## config.mk

```make
export PLATFORM = sky130hd
export DESIGN_NAME = ahb_mtx_out_arb_flat
export DESIGN_NICKNAME = d
export VERILOG_FILES = /design/src/rtl/ahb_mtx_out_arb_pkg.sv /design/src/rtl/ahb_mtx_out_arb_if.sv /design/src/rtl/ahb_mtx_burst_tracker.sv /design/src/rtl/ahb_mtx_out_arb.sv /design/src/flat_wrapper.sv
export SDC_FILE = /design/constraint.sdc
export NUM_CORES = 1
export LEC_CHECK = 0
export ABC_CLOCK_PERIOD_IN_PS = 1460
export BUFFER_PORTS_ARGS = -buffer_cell sky130_fd_sc_hd__buf_2
export CORE_UTILIZATION = 35
export CTS_CLUSTER_DIAMETER = 50
export DETAILED_ROUTE_END_ITERATION = 7
export PLACE_DENSITY = 0.59
export SKIP_CTS_REPAIR_TIMING = 1
export SLEW_MARGIN = 20
export SYNTH_ARGS = -nofsm -noshare
export SYNTH_HDL_FRONTEND = slang
export SYNTH_SLANG_ARGS = --single-unit
```

## constraint.sdc

```tcl
create_clock -name HCLK -period 1.46 [get_ports HCLK]
set_input_delay 0.073 -clock HCLK [delete_from_list [all_inputs] [get_ports HCLK]]
set_output_delay 0.073 -clock HCLK [all_outputs]
set_load 0.005 [all_outputs]
```

## src/rtl/ahb_mtx_out_arb_pkg.sv

```systemverilog
`default_nettype none
// ============================================================================
// Module   : ahb_mtx_pkg
// Brief    : AHB transfer/burst encodings and burst beat-count constants
//            shared by the matrix output-stage arbiter.
// Revision : 1.0
// ============================================================================
package ahb_mtx_pkg;

    typedef enum logic [1:0] {
        HTRANS_IDLE   = 2'b00,
        HTRANS_BUSY   = 2'b01,
        HTRANS_NONSEQ = 2'b10,
        HTRANS_SEQ    = 2'b11
    } htrans_e;

    typedef enum logic [2:0] {
        HBURST_SINGLE = 3'd0,
        HBURST_INCR   = 3'd1,
        HBURST_WRAP4  = 3'd2,
        HBURST_INCR4  = 3'd3,
        HBURST_WRAP8  = 3'd4,
        HBURST_INCR8  = 3'd5,
        HBURST_WRAP16 = 3'd6,
        HBURST_INCR16 = 3'd7
    } hburst_e;

    // Remaining SEQ beats after the NONSEQ of a fixed-length burst
    localparam logic [3:0] BURST16_CNT  = 4'd15;
    localparam logic [3:0] BURST8_CNT   = 4'd7;
    localparam logic [3:0] BURST4_CNT   = 4'd3;
    localparam logic [7:0] INCR_CNT_MAX = 8'hFF;

endpackage
`default_nettype wire

```

## src/rtl/ahb_mtx_out_arb_if.sv

```systemverilog
`default_nettype none
// ============================================================================
// Module   : ahb_mtx_out_arb_if
// Brief    : Request/bus-status bundle between the slave-side bus and the
//            output-stage arbiter, with grant results returned.
// Revision : 1.0
// ============================================================================
interface ahb_mtx_out_arb_if #(
    parameter int NUM_PORTS = 3,
    parameter int PW        = $clog2(NUM_PORTS)
);
    logic [NUM_PORTS-1:0] req_port;
    logic                 HREADYM;
    logic                 HSELM;
    logic [1:0]           HTRANSM;
    logic [2:0]           HBURSTM;
    logic                 HMASTLOCKM;
    logic [PW-1:0]        addr_in_port;
    logic                 no_port;

    modport master (
        output req_port, HREADYM, HSELM, HTRANSM, HBURSTM, HMASTLOCKM,
        input  addr_in_port, no_port
    );

    modport slave (
        input  req_port, HREADYM, HSELM, HTRANSM, HBURSTM, HMASTLOCKM,
        output addr_in_port, no_port
    );
endinterface
`default_nettype wire

```

## src/rtl/ahb_mtx_burst_tracker.sv

```systemverilog
`default_nettype none
// ============================================================================
// Module   : ahb_mtx_burst_tracker
// Brief    : Follows the current burst on the slave side and reports whether
//            the owning port must be retained or its INCR allowance is spent.
// Revision : 1.0
// ============================================================================
module ahb_mtx_burst_tracker
    import ahb_mtx_pkg::*;
#(
    parameter int INCR_LIMIT = 0
) (
    input  logic       hclk_i,
    input  logic       hresetn_i,
    input  logic       hready_i,
    input  logic       hsel_i,
    input  logic [1:0] htrans_i,
    input  logic [2:0] hburst_i,
    output logic       next_hold_o,
    output logic       incr_expired_o
);

    localparam logic [7:0] LIMIT = 8'(INCR_LIMIT);

    htrans_e    trans;
    hburst_e    burst;
    logic [3:0] count_q, count_d;
    logic       hold_q, hold_d;
    logic [7:0] incr_cnt_q, incr_cnt_d;

    assign trans = htrans_e'(htrans_i);
    assign burst = hburst_e'(hburst_i);

    always_comb begin
        count_d    = count_q;
        hold_d     = hold_q;
        incr_cnt_d = incr_cnt_q;
        if (!hready_i) begin
            count_d    = count_q;
        end else if (!hsel_i) begin
            count_d    = '0;
            hold_d     = 1'b0;
            incr_cnt_d = '0;
        end else begin
            case (trans)
                HTRANS_NONSEQ: begin
                    case (burst)
                        HBURST_WRAP16, HBURST_INCR16: begin count_d = BURST16_CNT; hold_d = 1'b1; end
                        HBURST_WRAP8,  HBURST_INCR8:  begin count_d = BURST8_CNT;  hold_d = 1'b1; end
                        HBURST_WRAP4,  HBURST_INCR4:  begin count_d = BURST4_CNT;  hold_d = 1'b1; end
                        default:                      begin count_d = '0;          hold_d = 1'b0; end
                    endcase
                    incr_cnt_d = (burst == HBURST_INCR) ? 8'd1 : 8'd0;
                end
                HTRANS_SEQ: begin
                    if (count_q != 4'd0) count_d = count_q - 4'd1;
                    if (count_q == 4'd1) hold_d  = 1'b0;
                    if ((incr_cnt_q != 8'd0) && (incr_cnt_q != INCR_CNT_MAX))
                        incr_cnt_d = incr_cnt_q + 8'd1;
                end
                HTRANS_BUSY: begin
                    count_d = count_q;
                end
                HTRANS_IDLE: begin
                    count_d    = '0;
                    hold_d     = 1'b0;
                    incr_cnt_d = '0;
                end
                default: begin
                    count_d = count_q;
                end
            endcase
        end
    end

    always_ff @(posedge hclk_i or negedge hresetn_i) begin
        if (!hresetn_i) begin
            count_q    <= '0;
            hold_q     <= 1'b0;
            incr_cnt_q <= '0;
        end else begin
            count_q    <= count_d;
            hold_q     <= hold_d;
            incr_cnt_q <= incr_cnt_d;
        end
    end

    assign next_hold_o    = hold_d;
    assign incr_expired_o = (LIMIT != 8'd0) && (incr_cnt_d >= LIMIT);

endmodule
`default_nettype wire

```

## src/rtl/ahb_mtx_out_arb.sv

```systemverilog
`default_nettype none
// ============================================================================
// Module   : ahb_mtx_out_arb
// Brief    : Per-slave output-stage arbiter of an AHB matrix: picks which
//            input port drives this slave, fixed-priority or round-robin.
// Revision : 1.0
// ============================================================================
module ahb_mtx_out_arb
    import ahb_mtx_pkg::*;
#(
    parameter int                   NUM_PORTS    = 3,
    parameter int                   PW           = $clog2(NUM_PORTS),
    parameter int                   ARB_MODE     = 0,
    parameter logic [NUM_PORTS-1:0] CONNECT_MASK = '1,
    parameter int                   INCR_LIMIT   = 0
) (
    input  logic             HCLK,
    input  logic             HRESETn,
    ahb_mtx_out_arb_if.slave bus
);

    logic [PW-1:0]        addr_q, addr_d, pick;
    logic                 no_port_q, no_port_d;
    logic                 next_hold, incr_expired, cur_active;
    logic [NUM_PORTS-1:0] eff_req, cur_onehot, cand;

    ahb_mtx_burst_tracker #(
        .INCR_LIMIT (INCR_LIMIT)
    ) u_tracker (
        .hclk_i         (HCLK),
        .hresetn_i      (HRESETn),
        .hready_i       (bus.HREADYM),
        .hsel_i         (bus.HSELM),
        .htrans_i       (bus.HTRANSM),
        .hburst_i       (bus.HBURSTM),
        .next_hold_o    (next_hold),
        .incr_expired_o (incr_expired)
    );

    assign eff_req    = bus.req_port & CONNECT_MASK;
    assign cur_active = bus.HSELM && (bus.HTRANSM != HTRANS_IDLE) && !incr_expired;

    // The port currently on the bus competes alongside new requesters
    for (genvar i = 0; i < NUM_PORTS; i++) begin : g_onehot
        assign cur_onehot[i] = cur_active && (addr_q == PW'(i));
    end
    assign cand = eff_req | cur_onehot;

    if (ARB_MODE == 1) begin : g_rr
        logic [PW-1:0] rr_q;

        // Descending offsets so the nearest candidate after rr_q wins last
        always_comb begin : p_pick
            int idx;
            pick = '0;
            for (int i = NUM_PORTS; i >= 1; i--) begin
                idx = int'(rr_q) + i;
                if (idx >= NUM_PORTS) idx = idx - NUM_PORTS;
                if (cand[idx[PW-1:0]]) pick = idx[PW-1:0];
            end
        end

        always_ff @(posedge HCLK or negedge HRESETn) begin
            if (!HRESETn) begin
                rr_q <= PW'(NUM_PORTS - 1);
            end else if (bus.HREADYM && !no_port_d) begin
                rr_q <= addr_d;
            end
        end
    end else begin : g_fixed
        always_comb begin
            pick = '0;
            for (int i = NUM_PORTS - 1; i >= 0; i--) begin
                if (cand[PW'(i)]) pick = PW'(i);
            end
        end
    end

    always_comb begin
        addr_d    = addr_q;
        no_port_d = 1'b0;
        if (bus.HMASTLOCKM || next_hold) begin
            addr_d = addr_q;
        end else if (|cand) begin
            addr_d = pick;
        end else if (!bus.HSELM) begin
            no_port_d = 1'b1;
        end
    end

    always_ff @(posedge HCLK or negedge HRESETn) begin
        if (!HRESETn) begin
            addr_q    <= '0;
            no_port_q <= 1'b1;
        end else if (bus.HREADYM) begin
            addr_q    <= addr_d;
            no_port_q <= no_port_d;
        end
    end

    assign bus.addr_in_port = addr_q;
    assign bus.no_port      = no_port_q;

endmodule
`default_nettype wire

```

## src/flat_wrapper.sv

```systemverilog
// flat-port wrapper written by rule: the top's interface ports become plain ports
module ahb_mtx_out_arb_flat import ahb_mtx_pkg::*;
#(
    parameter int                   NUM_PORTS    = 3,
    parameter int                   PW           = $clog2(NUM_PORTS),
    parameter int                   ARB_MODE     = 0,
    parameter logic [NUM_PORTS-1:0] CONNECT_MASK = '1,
    parameter int                   INCR_LIMIT   = 0
)
  (HCLK, HRESETn, bus_req_port, bus_HREADYM, bus_HSELM, bus_HTRANSM, bus_HBURSTM, bus_HMASTLOCKM, bus_addr_in_port, bus_no_port);
  ahb_mtx_out_arb_if #(.NUM_PORTS(NUM_PORTS), .PW(PW)) bus_i ();
  input  logic HCLK;
  input  logic HRESETn;
  input wire logic [$bits(bus_i.req_port)-1:0] bus_req_port;
  input wire logic [$bits(bus_i.HREADYM)-1:0] bus_HREADYM;
  input wire logic [$bits(bus_i.HSELM)-1:0] bus_HSELM;
  input wire logic [$bits(bus_i.HTRANSM)-1:0] bus_HTRANSM;
  input wire logic [$bits(bus_i.HBURSTM)-1:0] bus_HBURSTM;
  input wire logic [$bits(bus_i.HMASTLOCKM)-1:0] bus_HMASTLOCKM;
  output wire logic [$bits(bus_i.addr_in_port)-1:0] bus_addr_in_port;
  output wire logic [$bits(bus_i.no_port)-1:0] bus_no_port;
  assign bus_i.req_port = bus_req_port;
  assign bus_i.HREADYM = bus_HREADYM;
  assign bus_i.HSELM = bus_HSELM;
  assign bus_i.HTRANSM = bus_HTRANSM;
  assign bus_i.HBURSTM = bus_HBURSTM;
  assign bus_i.HMASTLOCKM = bus_HMASTLOCKM;
  assign bus_addr_in_port = bus_i.addr_in_port;
  assign bus_no_port = bus_i.no_port;
  ahb_mtx_out_arb #(.NUM_PORTS(NUM_PORTS), .PW(PW), .ARB_MODE(ARB_MODE), .CONNECT_MASK(CONNECT_MASK), .INCR_LIMIT(INCR_LIMIT)) u_core (.HCLK(HCLK), .HRESETn(HRESETn), .bus(bus_i));
endmodule
```

==> reports/results.txt <==
R2R cell count = 6
final period utilization = 1.05
# H-tree levels = 1
max cap viols = 0
hold path depth = 2
Detailed Place HPWL = 1.08 mm
core box area = 1580 µm²
Rows = 14
worst vdd rail ir drop = 0.000270 V
RD Place Congestion = 0.772
Synth Register Bits = 7
TritonCTS Sinks = 7
initial antenna violation count = 0
Flop pwr share = 0.351
Synth Cell Area = 623 µm²
# fillers = 146
switch share = 0.315
Worst Hold Class = in -> reg
CTS tree = yes
Yosys warnings = 0
Leak = 0.415 nW
clock root buffer = clkbuf_4
Max Slew Vio Count = 0
post-route minimum period = 1.54 ns
# DRC = 0
failing checks = setup timing
synthesis-to-finish area growth = 35.5%
PortBufs = 13
die width = 44.2 µm
final worst slack = -0.0795 ns
TritonRoute pass-1 iters = 4
Crit Reg-Reg Endpoint = u_core.bus.addr_in_port[0]$_DFFE_PN0P_
Pwr Total = 673 µW
largest net degree at the start of global routing = 11
worst-skew pair later-pin latency = 0.25 ns
NetSw = 212 µW
Sum Neg Setup Slack = -0.0795 ns
Die Span Y = 44.2 µm
Final Non-Filler Cells = 113
Final Setup Violations = 1
number of synthesized flops with an enable pin = 0
Die ar. = 1950 µm²
CP cell instances = inv_2 -> ha_2 -> nor3b_4 -> o221ai_2 -> a221o_1 -> a22o_1
FMAX = 650 MHz
vias = 575
adder-cell share of the synthesized area = 0.141
Mapped Nets = 89
synth unique cells = 33
DRT antenna net count = 0
R2R Setup Slk = -0.08 ns
Initial DRC Count = 13
vias in the first global route = 560
CTS max path bufs = 2
Hold Slack = 0.111 ns
most common cell after layout, fill and taps aside = buf_2
Fin. Hold Viols = 0
Hold Crit Start = bus_HREADYM
RSZ-0062 raised after global routing = true
CP Class = reg -> reg
worst slack, placed = -0.0594 ns
initial core utilization = 0.395
status = finished with violations
Clock Skew = 0.00103 ns
global route total overflow = 0
Worst EP arrival = 1.68 ns
Clk network pwr share = 0.261
Setup crit end kind = flop
sequential-to-total area share from yosys stat = 0.283
Antenna Cells = 0
vias per cell = 5.09
Synth area leaders = dfrtp_1, ha_1, o21ai_0, inv_1, o41ai_4
Critical Path Source Type = flop
per-cell routed wire length = 11.6 µm
Worst path slowest cell = dfrtp_1
most frequent cells in the layout = buf_2, buf_4, inv_1
Comb power frac = 0.387
first-pass GRT wire length = 2.30 mm
Synth Area in XOR/XNOR = 0.0141
Synth Flop Type = dfrtp_1
top cell type by total area after synthesis = dfrtp_1
final WL = 1.31 mm
CP Buf/Inv Count = 1
area fraction of the dominant cell type after synthesis = 0.241
final net count = 118
main combinational cell family by area after synthesis = compound AO/OA/AOI/OAI gates
mux share of post-synthesis cell area = 0.0161
Hold Path End = u_core.u_tracker.hold_q$_DFF_PN0_
Req. time, crit path = 1.60 ns
Post-Place Cells = 107
internal power = 461 µW
Max stage delay on crit path = 0.39 ns
Simple-Gate Fraction of Synth Area = 0.197
CP Max Fanout = 3
post-synthesis compound-gate area fraction = 0.255
delay-heaviest family, CP = compound AO/OA/AOI/OAI gates
cts bufs inserted = 3
clock-pin slew on the worst setup and hold paths = 0.05 ns
Syn Inst Count = 69
share of layout cells above drive strength 1 = 0.412
PwrDens = 797 nW/µm²
total global-route track usage = 0.164
fraction of registers with async set/reset = 1.00
r2r startpoint = u_core.u_tracker.count_q[1]$_DFFE_PN0P_
Mean Syn Cell Area = 9.03 µm²
I/O pin cnt = 16
==> cell type report <==
cell class              instances  area (µm²)  share of cell area
clock buffers                   4        26.3              0.0311
inverters                       9        36.3              0.0430
multi-input cells              51         420               0.498
flip-flops and latches          7         176               0.209
well taps                      16        20.0              0.0237
repair buffers                 26         165               0.196
==> Yosys cell counts (2+ instances only) <==
library cell,instances
o21ai_0,6
o31ai_1,3
inv_1,8
nand2_1,7
nor2b_1,3
ha_1,7
and2b_1,2
nand3_1,2
a21oi_1,2
dfrtp_1,6
==> cell families after synthesis <==
family	count (synthesis)
compound gates	20
flops	7
mux	1
xor+xnor	1
fa+ha+maj	7
buf+inv	11
other cells	1
simple gates	21
==> power by group through the flow <==
stage | Sequential [mW] | Combinational [mW] | Clock, mW
after CTS | 0.233 | 0.234 | 0.184
after floorplan | 0.241 | 0.122 | 0
after global routing | 0.239 | 0.291 | 0.197
after global placement | 0.235 | 0.231 | 0
final | 0.236 | 0.261 | 0.176
after detailed placement | 0.236 | 0.233 | 0
==> layer usage <==
layer / track usage / up-vias / wire [µm]
li1: - / 297 / -
met1: 0.219 / 258 / 663
met2: 0.244 / 16 / 574
met3: 0.0122 / 4 / 28
met4: 0.127 / 0 / 44
met5: 0 / - / 0
==> worst register-to-register path: cells and delay by family (launching register included) <==
kind            cells  cell delay, ns
compound gates      3            0.63
simple gates        1            0.19
fa+ha+maj           1            0.16
buf+inv             1            0.06
flops               1            0.39
==> stage by stage <==
| step | instance area [µm²] | utilization |
|---|---|---|
| after floorplan | 623 | - |
| after global placement | 772 | 0.490 |
| after detailed placement | 772 | 0.490 |
| after CTS | 798 | 0.506 |
| after global routing | 845 | 0.536 |
| final | 845 | 0.536 |
==> sequential cells by signal, summed over array words and instances (netlist names) <==
name,cells
u_core.bus.no_port,1
u_core.u_tracker.count_q,4
u_core.bus.addr_in_port,1
u_core.u_tracker.hold_q,1
==> worst max path at each step <==
stage / to / slack [ns] / startpoint / cells past startpoint
5_1_grt: u_core.bus.addr_in_port[0]$_DFFE_PN0P_ / -0.18 / u_core.u_tracker.count_q[1]$_DFFE_PN0P_ / 6
2_1_floorplan: u_core.u_tracker.count_q[2]$_DFFE_PN0P_ / 0.001 / u_core.u_tracker.count_q[0]$_DFFE_PN0P_ / 6
3_3_place_gp: u_core.bus.addr_in_port[0]$_DFFE_PN0P_ / -0.03 / u_core.u_tracker.count_q[1]$_DFFE_PN0P_ / 6
4_1_cts: u_core.bus.addr_in_port[0]$_DFFE_PN0P_ / -0.07 / u_core.u_tracker.count_q[1]$_DFFE_PN0P_ / 6
6_report: u_core.bus.addr_in_port[0]$_DFFE_PN0P_ / -0.08 / u_core.u_tracker.count_q[1]$_DFFE_PN0P_ / 6
3_5_place_dp: u_core.bus.addr_in_port[0]$_DFFE_PN0P_ / -0.06 / u_core.u_tracker.count_q[1]$_DFFE_PN0P_ / 6
No activity file was read; power rests on OpenSTA's default activity.
